==> src/rtl/cpu_control_fsm.sv <==
// Multi-cycle fetch/decode/execute/memory/write-back sequencer for the ball-balancer CPU.
// Optional macro CTRL_WAIT_HALT_EN adds a WAIT state entered by enc 15 and left on start.
module cpu_control_fsm #(
    parameter int TIMEOUT = 15,
    parameter int CNT_W   = 4
) (
    input  logic       i_clk,
    input  logic       i_reset_n,
    input  logic       i_start,
    input  logic [3:0] i_enc,
    input  logic       i_cond_true,
    input  logic       i_mem_ready,
    output logic       o_mem_req,
    output logic       o_mem_we,
    output logic       o_mem_addr_sel,
    output logic       o_ir_load,
    output logic       o_pc_inc,
    output logic       o_pc_load,
    output logic [1:0] o_pc_src,
    output logic       o_reg_we,
    output logic [1:0] o_wb_sel,
    output logic       o_flags_we,
    output logic       o_busy,
    output logic       o_err,
    output logic [2:0] o_state
);

    typedef enum logic [2:0] {
        S_IDLE   = 3'd0,
        S_FETCH  = 3'd1,
        S_DECODE = 3'd2,
        S_EXEC   = 3'd3,
        S_MEM    = 3'd4,
        S_WB     = 3'd5,
        S_HALT   = 3'd6
`ifdef CTRL_WAIT_HALT_EN
        , S_WAIT = 3'd7
`endif
    } state_t;

    state_t           r_state, w_next;
    logic [CNT_W-1:0] r_cnt;
    logic             r_err;
    logic             w_timeout;

    always_ff @(posedge i_clk or negedge i_reset_n) begin
        if (!i_reset_n) begin
            r_state <= S_IDLE;
            r_cnt   <= '0;
            r_err   <= 1'b0;
        end else begin
            r_state <= w_next;
            // Any state change clears the counter, which covers entry to FETCH and MEM.
            if (w_next != r_state)
                r_cnt <= '0;
            else if (o_mem_req && !i_mem_ready)
                r_cnt <= r_cnt + 1'b1;
            if (w_next == S_HALT)
                r_err <= 1'b1;
        end
    end

    // Count would reach TIMEOUT this cycle; a simultaneous mem_ready still wins.
    assign w_timeout = (r_cnt == CNT_W'(TIMEOUT - 1)) && !i_mem_ready;

    always_comb begin
        w_next         = r_state;
        o_mem_req      = 1'b0;
        o_mem_we       = 1'b0;
        o_mem_addr_sel = 1'b0;
        o_ir_load      = 1'b0;
        o_pc_inc       = 1'b0;
        o_pc_load      = 1'b0;
        o_pc_src       = 2'd0;
        o_reg_we       = 1'b0;
        o_wb_sel       = 2'd0;
        o_flags_we     = 1'b0;
        case (r_state)
            S_IDLE: if (i_start) w_next = S_FETCH;
            S_FETCH: begin
                o_mem_req = 1'b1;
                if (i_mem_ready) begin
                    o_ir_load = 1'b1;
                    o_pc_inc  = 1'b1;
                    w_next    = S_DECODE;
                end else if (w_timeout) begin
                    w_next = S_HALT;
                end
            end
            S_DECODE: w_next = S_EXEC;
            S_EXEC: begin
                w_next = S_FETCH;
                case (i_enc)
                    4'd0, 4'd1, 4'd2, 4'd3: begin
                        o_reg_we   = 1'b1;
                        o_flags_we = 1'b1;
                    end
                    4'd4: o_flags_we = 1'b1;
                    4'd5, 4'd6, 4'd7, 4'd8, 4'd9: o_reg_we = 1'b1;
                    4'd10, 4'd11: w_next = S_MEM;
                    4'd12: if (i_cond_true) begin
                        o_pc_load = 1'b1;
                        o_pc_src  = 2'd1;
                    end
                    4'd13: if (i_cond_true) begin
                        o_pc_load = 1'b1;
                        o_pc_src  = 2'd2;
                    end
                    4'd14: begin
                        o_reg_we  = 1'b1;
                        o_wb_sel  = 2'd2;
                        o_pc_load = 1'b1;
                        o_pc_src  = 2'd2;
                    end
                    default: begin
`ifdef CTRL_WAIT_HALT_EN
                        w_next = S_WAIT;
`else
                        w_next = S_FETCH;
`endif
                    end
                endcase
            end
            S_MEM: begin
                o_mem_req      = 1'b1;
                o_mem_addr_sel = 1'b1;
                o_mem_we       = (i_enc == 4'd11);
                if (i_mem_ready)
                    w_next = (i_enc == 4'd10) ? S_WB : S_FETCH;
                else if (w_timeout)
                    w_next = S_HALT;
            end
            S_WB: begin
                o_reg_we = 1'b1;
                o_wb_sel = 2'd1;
                w_next   = S_FETCH;
            end
            S_HALT: w_next = S_HALT;
`ifdef CTRL_WAIT_HALT_EN
            S_WAIT: if (i_start) w_next = S_FETCH;
`endif
            default: w_next = S_IDLE;
        endcase
    end

    assign o_busy  = (r_state != S_IDLE);
    assign o_err   = r_err;
    assign o_state = r_state;

endmodule

==> config.mk <==
export PLATFORM = sky130hd
export DESIGN_NAME = cpu_control_fsm
export DESIGN_NICKNAME = d
export VERILOG_FILES = /design/src/rtl/cpu_control_fsm.sv
export SDC_FILE = /design/constraint.sdc
export NUM_CORES = 1
export LEC_CHECK = 0
export ABC_CLOCK_PERIOD_IN_PS = 1550
export CAP_MARGIN = 25
export CORE_AREA = 2 2 45 47
export DETAILED_ROUTE_END_ITERATION = 10
export DIE_AREA = 0 0 47 49
export MAX_ROUTING_LAYER = met4
export PLACE_DENSITY = 0.72
export SLEW_MARGIN = 20
export SYNTH_ARGS = -nofsm -noshare
export SYNTH_HDL_FRONTEND = slang
export SYNTH_SLANG_ARGS = --single-unit
==> constraint.sdc <==
create_clock -name i_clk -period 1.55 [get_ports i_clk]
set_input_delay 0.31 -clock i_clk [delete_from_list [all_inputs] [get_ports i_clk]]
set_output_delay 0.31 -clock i_clk [all_outputs]
set_load 0.01 [all_outputs]
* Word-level counts from Yosys, hierarchy flattened *
Cells that the tools add are included.

word-level totals
  bits in registers = 8
  bits in latches = 0
  RAM bits = 0
  ROM bits = 0
  bits of input ports = 9
  logic and storage cells = 66
  memories = 0

operators by class
  add/subtract/negate cells = 1
  multiply operators = 0
  divide/modulo/power cells = 0
  order comparisons = 0
  eq/ne operators = 23
  shifts and indexed selects = 0
  mux-type cells = 27
  bitwise logic cells = 0
  reductions and logical operators = 12

operator list
  cell                 number
  $eq 4x4->1 const B   8
  $pmux 3 s7           1
  $mux 3               6
  $eq 4x3->1 const B   4
  $eq 3x3->1 const B   4
  $mux 1               11
  $reduce_or 10->1     1
  $eq 4x2->1 const B   2
  $mux 4               2
  $eq 3x2->1 const B   2
  $mux 2               3
  $pmux 2 s3           1
  $reduce_or 2->1      3
  $reduce_or 5->1      1
  $add 4x1->4 const B  1
  $eq 4x1->1 const B   1
  $logic_not 4->1      1
  $pmux 1 s2           2
  $pmux 2 s2           1
  $eq 3x1->1 const B   1
  $logic_not 3->1      1
  $ne 3x3->1           1
  $reduce_bool 3->1    1
  $logic_and 1x1->1    2
  other kinds (2)      2

* Longest topological paths before layout *
Gate-level depths: netlist (run 1).

  depth after elaboration = 7
  depth in mapped cells = 6
  gate-level depth less buffers = 6

* Worst setup path before layout (run 1) *
No wires, ideal clock.

  path kind = register to output
  start point = register r_state[0], in the netlist o_state[0]
  end point = output o_pc_src[0]
  arrival time = 1.354 ns
  required time = 1.240 ns
  setup slack = -0.114 ns
  cell stages (with the launch flop) = 5
  cells stage by stage = dfrtp_1 -> buf_2 -> nor2b_1 -> nand4_1 -> nor3_1

on the way
  longest elaborated chain between the ends = 2

RTL lines
  element                   line  RTL
  start: declaration        41    state_t r_state, w_next;
  start signal: assignment  52    r_state <= w_next;
  $eq 3x2->1                78    case (r_state)
  $mux 2                    78
  end: declaration          19    output logic [1:0] o_pc_src,

Every way passes these cells.

* Worst setup path in the final report (run 1) *
  start point = register r_state[0], in the netlist o_state[0]
  end point = register r_err, in the netlist o_err

on the way
  elaborated cells between the ends (all ways) = 13

RTL lines
  element                                   line  RTL
  $eq 3x3->1, or another cell as far along  78
  $pmux 3 s7 (*)                            78
  net w_next[2]                             41
  $eq 3x3->1 (*)                            58    if (w_next == S_HALT)
  end signal: assignment                    50    r_err <= 1'b0;
  end signal: assignment                    59    r_err <= 1'b1;
  end: declaration                          43    logic r_err;

The timed path passes the listed nets; every way through them passes the cells marked *.
A chain may end at the register's enable or synchronous reset.

==> flow_summary.ini, run 1 <==
[die]
fp.dieH_um = 49
dieArea_mm2 = 0.00230
core-area_mm2 = 0.00184
io-pin-count = 26
die_x_um = 47
initial_core_util = 0.361
std_cell_rows = 16

[clock_network]
tritoncts = built
clock-root-buffer = clkbuf_4
cts.sinks = 8
insertion_delay_ps = 270
h-tree-depth = 1
cts.clk_slew.worst_paths_ps = 60
cts_made_buffers = 3
cts_buffer_depth = 2

[pwr]
peakVddDrop_mv = 0.989
power_density_mw_per_mm2 = 1420
leakagePower_nw = 0.717

[timing]
setup_ws_ps = -217
worst_pin_slew_ps = 378
drv_slew = 0
whs_ps = 325
fin_worst_skew_ps = 13.4
rsz0062_at_grt = true
min_period_ps = 1770
setup_viol = 20
max_freq_mhz = 566
slew_headroom = 0.747
finalSetupTns_ps = -2850
post-route-period-util = 1.14
finalHoldViolCount = 0

[layout]
nNetsFinal = 169
n_antenna_cell = 0
final-seq-area_um2 = 201
syn_to_final_growth_pct = 120
layout-drive-gt1-share = 0.628
layout_commonest_cell = buf_4
layout_common_cells = 37 x buf_4, 16 x buf_6, 12 x buf_2
final_area_mm2 = 0.00146
fin_util = 0.795
multi_input_area_um2 = 578
nFillCells = 121

[placement]
hpwl_mm = 1.69
portBuffers = 25
postPlaceCellArea_mm2 = 0.00113
gp_congestion = 0.792

[yosys]
syn_inst = 82
synth_edf_count = 0
avgSynthCellArea_um2 = 8.12
synth_top_area_share = 0.301
synth.distinct_cells = 36
synthTopCellsByArea = dfrtp_1 30%, nor4_1 4.7%, xor2_1 3.9%
ys_warn_count = 0
ys_ff_latch = 8
synth_top_cell_by_area = dfrtp_1
syn_nets = 93
async_reset_ff_frac = 1.00
ys_seq_area_frac = 0.301
yosys_most_used_dff = dfrtp_1
syn_area_um2 = 666

[grt]
grt_overflow = 0
grt_pass1_wl_mm = 4.48
grt_use_total = 0.282
grt_max_degree = 9
grt_pass1_vias = 976
antenna_found_initial = 0

[routing]
drc = 0
wire_per_inst_um = 17.7
drtPass1Iterations = 5
ant_nets = 0
dr.first_iter.drc_count = 24
vias = 999
vias_per_cell = 5.46
routed_wl_mm = 3.24

[worst_hold_path]
hold_path.class = in2async

[outcome]
violations = setup timing
status = complete, but fails checks

[worst_setup_path]
cp_data_arrival_time_ps = 1910
crit_path_end_kind = flop
cp-start-kind = flop
cp.required_ps = 1690
path_class = reg2reg
crit_path_max_fanout = 4

[flow_run]
maxCapViolCount = 0
repair_timing:
action	4_1_cts	5_1_grt
setup endpoints to repair	22	21
hold endpoints to repair	0	0
pin swaps	19	9
hold buffers	0	0
buffers inserted	18	6
gates resized for setup	97	17
metal layers:
layer  routed length, um  GRT usage  up-vias
li1                    -          -      449
met1                1090      0.273      468
met2                1770      0.509       62
met3                 194     0.0333       20
met4                 188      0.148        0
met5                   0          -        -
layout make-up:
class / count / share of cell area
Multi-Input combinational cell: 65 / 0.395
Tap cell: 27 / 0.0231
Sequential cell: 8 / 0.138
Timing Repair Buffer: 75 / 0.416
Inverter: 5 / 0.0128
Clock buffer: 3 / 0.0154
cells by family after synthesis:
logic type / Yosys count / share of synthesized area
AO/OA/AOI/OAI: 17 / 0.180
XOR/XNOR: 4 / 0.0526
adder cells (fa/ha/maj): 2 / 0.0376
buffers and inverters: 9 / 0.0602
flip-flops: 8 / 0.301
multiplexers: 1 / 0.0150
AND/OR/NAND/NOR: 41 / 0.353
cell usage after synthesis, types with 2 or more instances:
master,n
nand3_1,4
dfrtp_1,8
xor2_1,3
nand2_1,5
and3_1,2
buf_2,2
inv_1,5
a21o_1,2
o22ai_1,3
nand3b_1,2
a21oi_1,5
and2_1,2
ha_1,2
nor4_1,5
nor2b_1,2
nor3_1,3
nand2b_1,3
nor2_1,6
power by group:
| part | internal, mW | switching (mW) | leakage [nW] |
|---|---|---|---|
| clock | 0.0891 | 0.0781 | 0.0138 |
| combinational | 0.870 | 0.725 | 0.600 |
| sequential | 0.265 | 0.0494 | 0.104 |
worst paths after layout:
path / startpoint / to / slack, ps / cells after the start
worst max-delay path: o_state[0] / o_err / -220 / 8
worst min-delay path: i_reset_n / r_cnt[1] / 330 / 1
worst max register to register: o_state[0] / o_err / -220 / 8
worst min register to register: o_err / o_err / 460 / 1
max in group asynchronous: i_reset_n / o_state[1] / 930 / 1
min in group i_clk: o_err / o_err / 460 / 1
stage by stage:
step           power [mW]  setup WS [ps]  std cells
2_1_floorplan       0.765          -33.7         82
3_3_place_gp         1.25           -579        156
3_5_place_dp         1.28           -623        156
4_1_cts              1.80           -145        177
5_1_grt              2.17           -260        183
6_report             2.08           -217        183
critical path, cell delays in order (launching register included):
cell and delay [ps]:
dfrtp_1 410, buf_6 150, buf_6 120, nand3b_1 110, buf_4 140, buf_6 80
o32a_1 230, o211ai_1 200, a21o_1 220
state kept, by name, indices dropped and copies added (netlist names):
name     count
r_cnt        4
o_state      3
o_err        1
Power figures use the tool's default switching activity.
==> run 2: changes to the inputs <==
==> config.mk (replaced) <==
export PLATFORM = sky130hd
export DESIGN_NAME = cpu_control_fsm
export DESIGN_NICKNAME = d
export VERILOG_FILES = /design/src/rtl/cpu_control_fsm.sv
export SDC_FILE = /design/constraint.sdc
export NUM_CORES = 1
export LEC_CHECK = 0
export ABC_CLOCK_PERIOD_IN_PS = 1840
export CAP_MARGIN = 25
export CORE_AREA = 2 2 43 45
export CTS_CLUSTER_SIZE = 12
export DETAILED_ROUTE_END_ITERATION = 10
export DIE_AREA = 0 0 45 47
export MAX_ROUTING_LAYER = met4
export PLACE_DENSITY = 0.75
export SLEW_MARGIN = 20
export SYNTH_ARGS = -nofsm -noshare
export SYNTH_HDL_FRONTEND = slang
export SYNTH_SLANG_ARGS = --single-unit
==> constraint.sdc (replaced) <==
create_clock -name i_clk -period 1.84 [get_ports i_clk]
set_input_delay 0.368 -clock i_clk [delete_from_list [all_inputs] [get_ports i_clk]]
set_output_delay 0.368 -clock i_clk [all_outputs]
set_load 0.01 [all_outputs]
==> flow_summary.ini, run 2 (synthesis gave the netlist of run 1 again) <==
[routing]
vias = 814
drtPass1Iterations = 4
wire_per_inst_um = 14.4
routed_wl_mm = 2.17
vias_per_cell = 5.39
ant_nets = 0
drc = 0
dr.first_iter.drc_count = 8

[layout]
nNetsFinal = 147
regMostFlops = r_cnt
syn_to_final_growth_pct = 78.9
fin_util = 0.721
largest_register_ffs = 4
layout_common_cells = 25 x buf_4, 8 x clkdlybuf4s50_1, 7 x dlygate4sd2_1, 7 x dfrtp_1
n_antenna_cell = 0
nFillCells = 131
layout_commonest_cell = buf_4
layout-drive-gt1-share = 0.403

[worst_setup_path]
crit_path_end_kind = output port
reg2reg_from = o_state[2]
reg2reg_slack_ps = 20
crit_path_max_fanout = 2
cp.required_ps = 1470
path_class = in2out
cp-start-kind = input port
worstRegToRegCells = 7
cp-endpoint = o_pc_src[1]
regToRegEndpoint = r_cnt[2]
cp_data_arrival_time_ps = 1450
crit_start = i_cond_true

[grt]
grt_use_total = 0.215
use_met3 = 0.0385
met2_usage = 0.420
grt.busiest_layer = met2
antenna_found_initial = 0
gr-usage-met1 = 0.232
grt_overflow = 0
grt_pass1_wl_mm = 3.27
grt_pass1_vias = 768
grt_max_degree = 14

[timing]
slew_headroom = 0.771
post-route-period-util = 0.989
fin_worst_skew_ps = 3.89
drv_slew = 0
min_period_ps = 1820
setup_ws_ps = 20.0
finalHoldViolCount = 0
worst_pin_slew_ps = 342
setup_viol = 0
finalSetupTns_ps = 0
max_freq_mhz = 549

[pwr]
power_density_mw_per_mm2 = 1070
peakVddDrop_mv = 0.693
power.total_mw = 1.28
leakagePower_nw = 0.587

[die]
dieArea_mm2 = 0.00212
io-pin-count = 26
std_cell_rows = 15
die_x_um = 45
fp.dieH_um = 47
core-area_mm2 = 0.00165
initial_core_util = 0.403

[outcome]
status = finished, final reports clean

[placement]
gp_congestion = 0.827
hpwl_mm = 1.54
pre_cts_ws_ps = -435
portBuffers = 25

[flow_run]
maxCapViolCount = 0

[clock_network]
h-tree-depth = 1
cts_made_buffers = 3
cts_buffer_depth = 2
clock-root-buffer = clkbuf_4
insertion_delay_ps = 240
cts.clk_slew.worst_paths_ps = 50
tritoncts = built
cts.sinks = 8

[worst_hold_path]
hold_path.class = in2async
## run 2: changes by cell type in the layout (fill, tap and decap cells not counted), sizes merged
| cell | change |
|---|---|
| buf | -31 |
| clkdlybuf4s50 | +5 |
| clkdlybuf4s15 | +3 |
| dlymetal6s2s | +1 |
## run 2: final cells by class
type	count	area, um2	share of cell area
Sequential cell	8	201	0.169
Inverter	5	18.8	0.0158
Multi-Input combinational cell	65	490	0.412
Timing Repair Buffer	53	437	0.367
Clock buffer	3	22.5	0.0189
Tap cell	17	21.3	0.0179
## run 2: worst min path at each step
stage / endpoint / depth (start not counted)
floorplan: o_err / 0
global placement: o_err / 1
detailed placement: o_err / 1
CTS: o_err / 1
global route: o_err / 1
finish: o_state[0] / 1
## run 2: where the power goes
group	internal (mW)	total, mW	leakage, nW	switching [mW]
clock network	0.0740	0.124	0.0138	0.0497
registers	0.224	0.266	0.104	0.0425
logic	0.473	0.890	0.470	0.417
## run 2: layer usage
| layer | up-vias | wire length [um] |
|---|---|---|
| met2 | 28 | 1220 |
| met4 | 0 | 0 |
| li1 | 402 | - |
| met1 | 384 | 842 |
| met3 | 0 | 103 |
| met5 | - | 0 |
## run 2: worst max-delay path, cell delays in order
cell,delay [ps]
clkdlybuf4s50_1,460
nand2b_1,70
or2_2,290
a21oi_2,130
buf_2,140
## run 2: repair_timing
item,4_1_cts,5_1_grt
hold buffers,0,0
hold endpoints to repair,0,0
setup endpoints to repair,16,14
buffers inserted,5,1
pin swaps,6,5
resized for setup,44,13
## run 2: stage by stage
| stage | hold WS (ps) | instance area (um2) | cells |
|---|---|---|---|
| 3_5_place_dp | 455 | 1080 | 142 |
| 2_1_floorplan | 72.4 | 666 | 82 |
| 4_1_cts | 398 | 1150 | 150 |
| 3_3_place_gp | 439 | 1080 | 142 |
| 5_1_grt | 419 | 1190 | 151 |
| 6_report | 395 | 1190 | 151 |
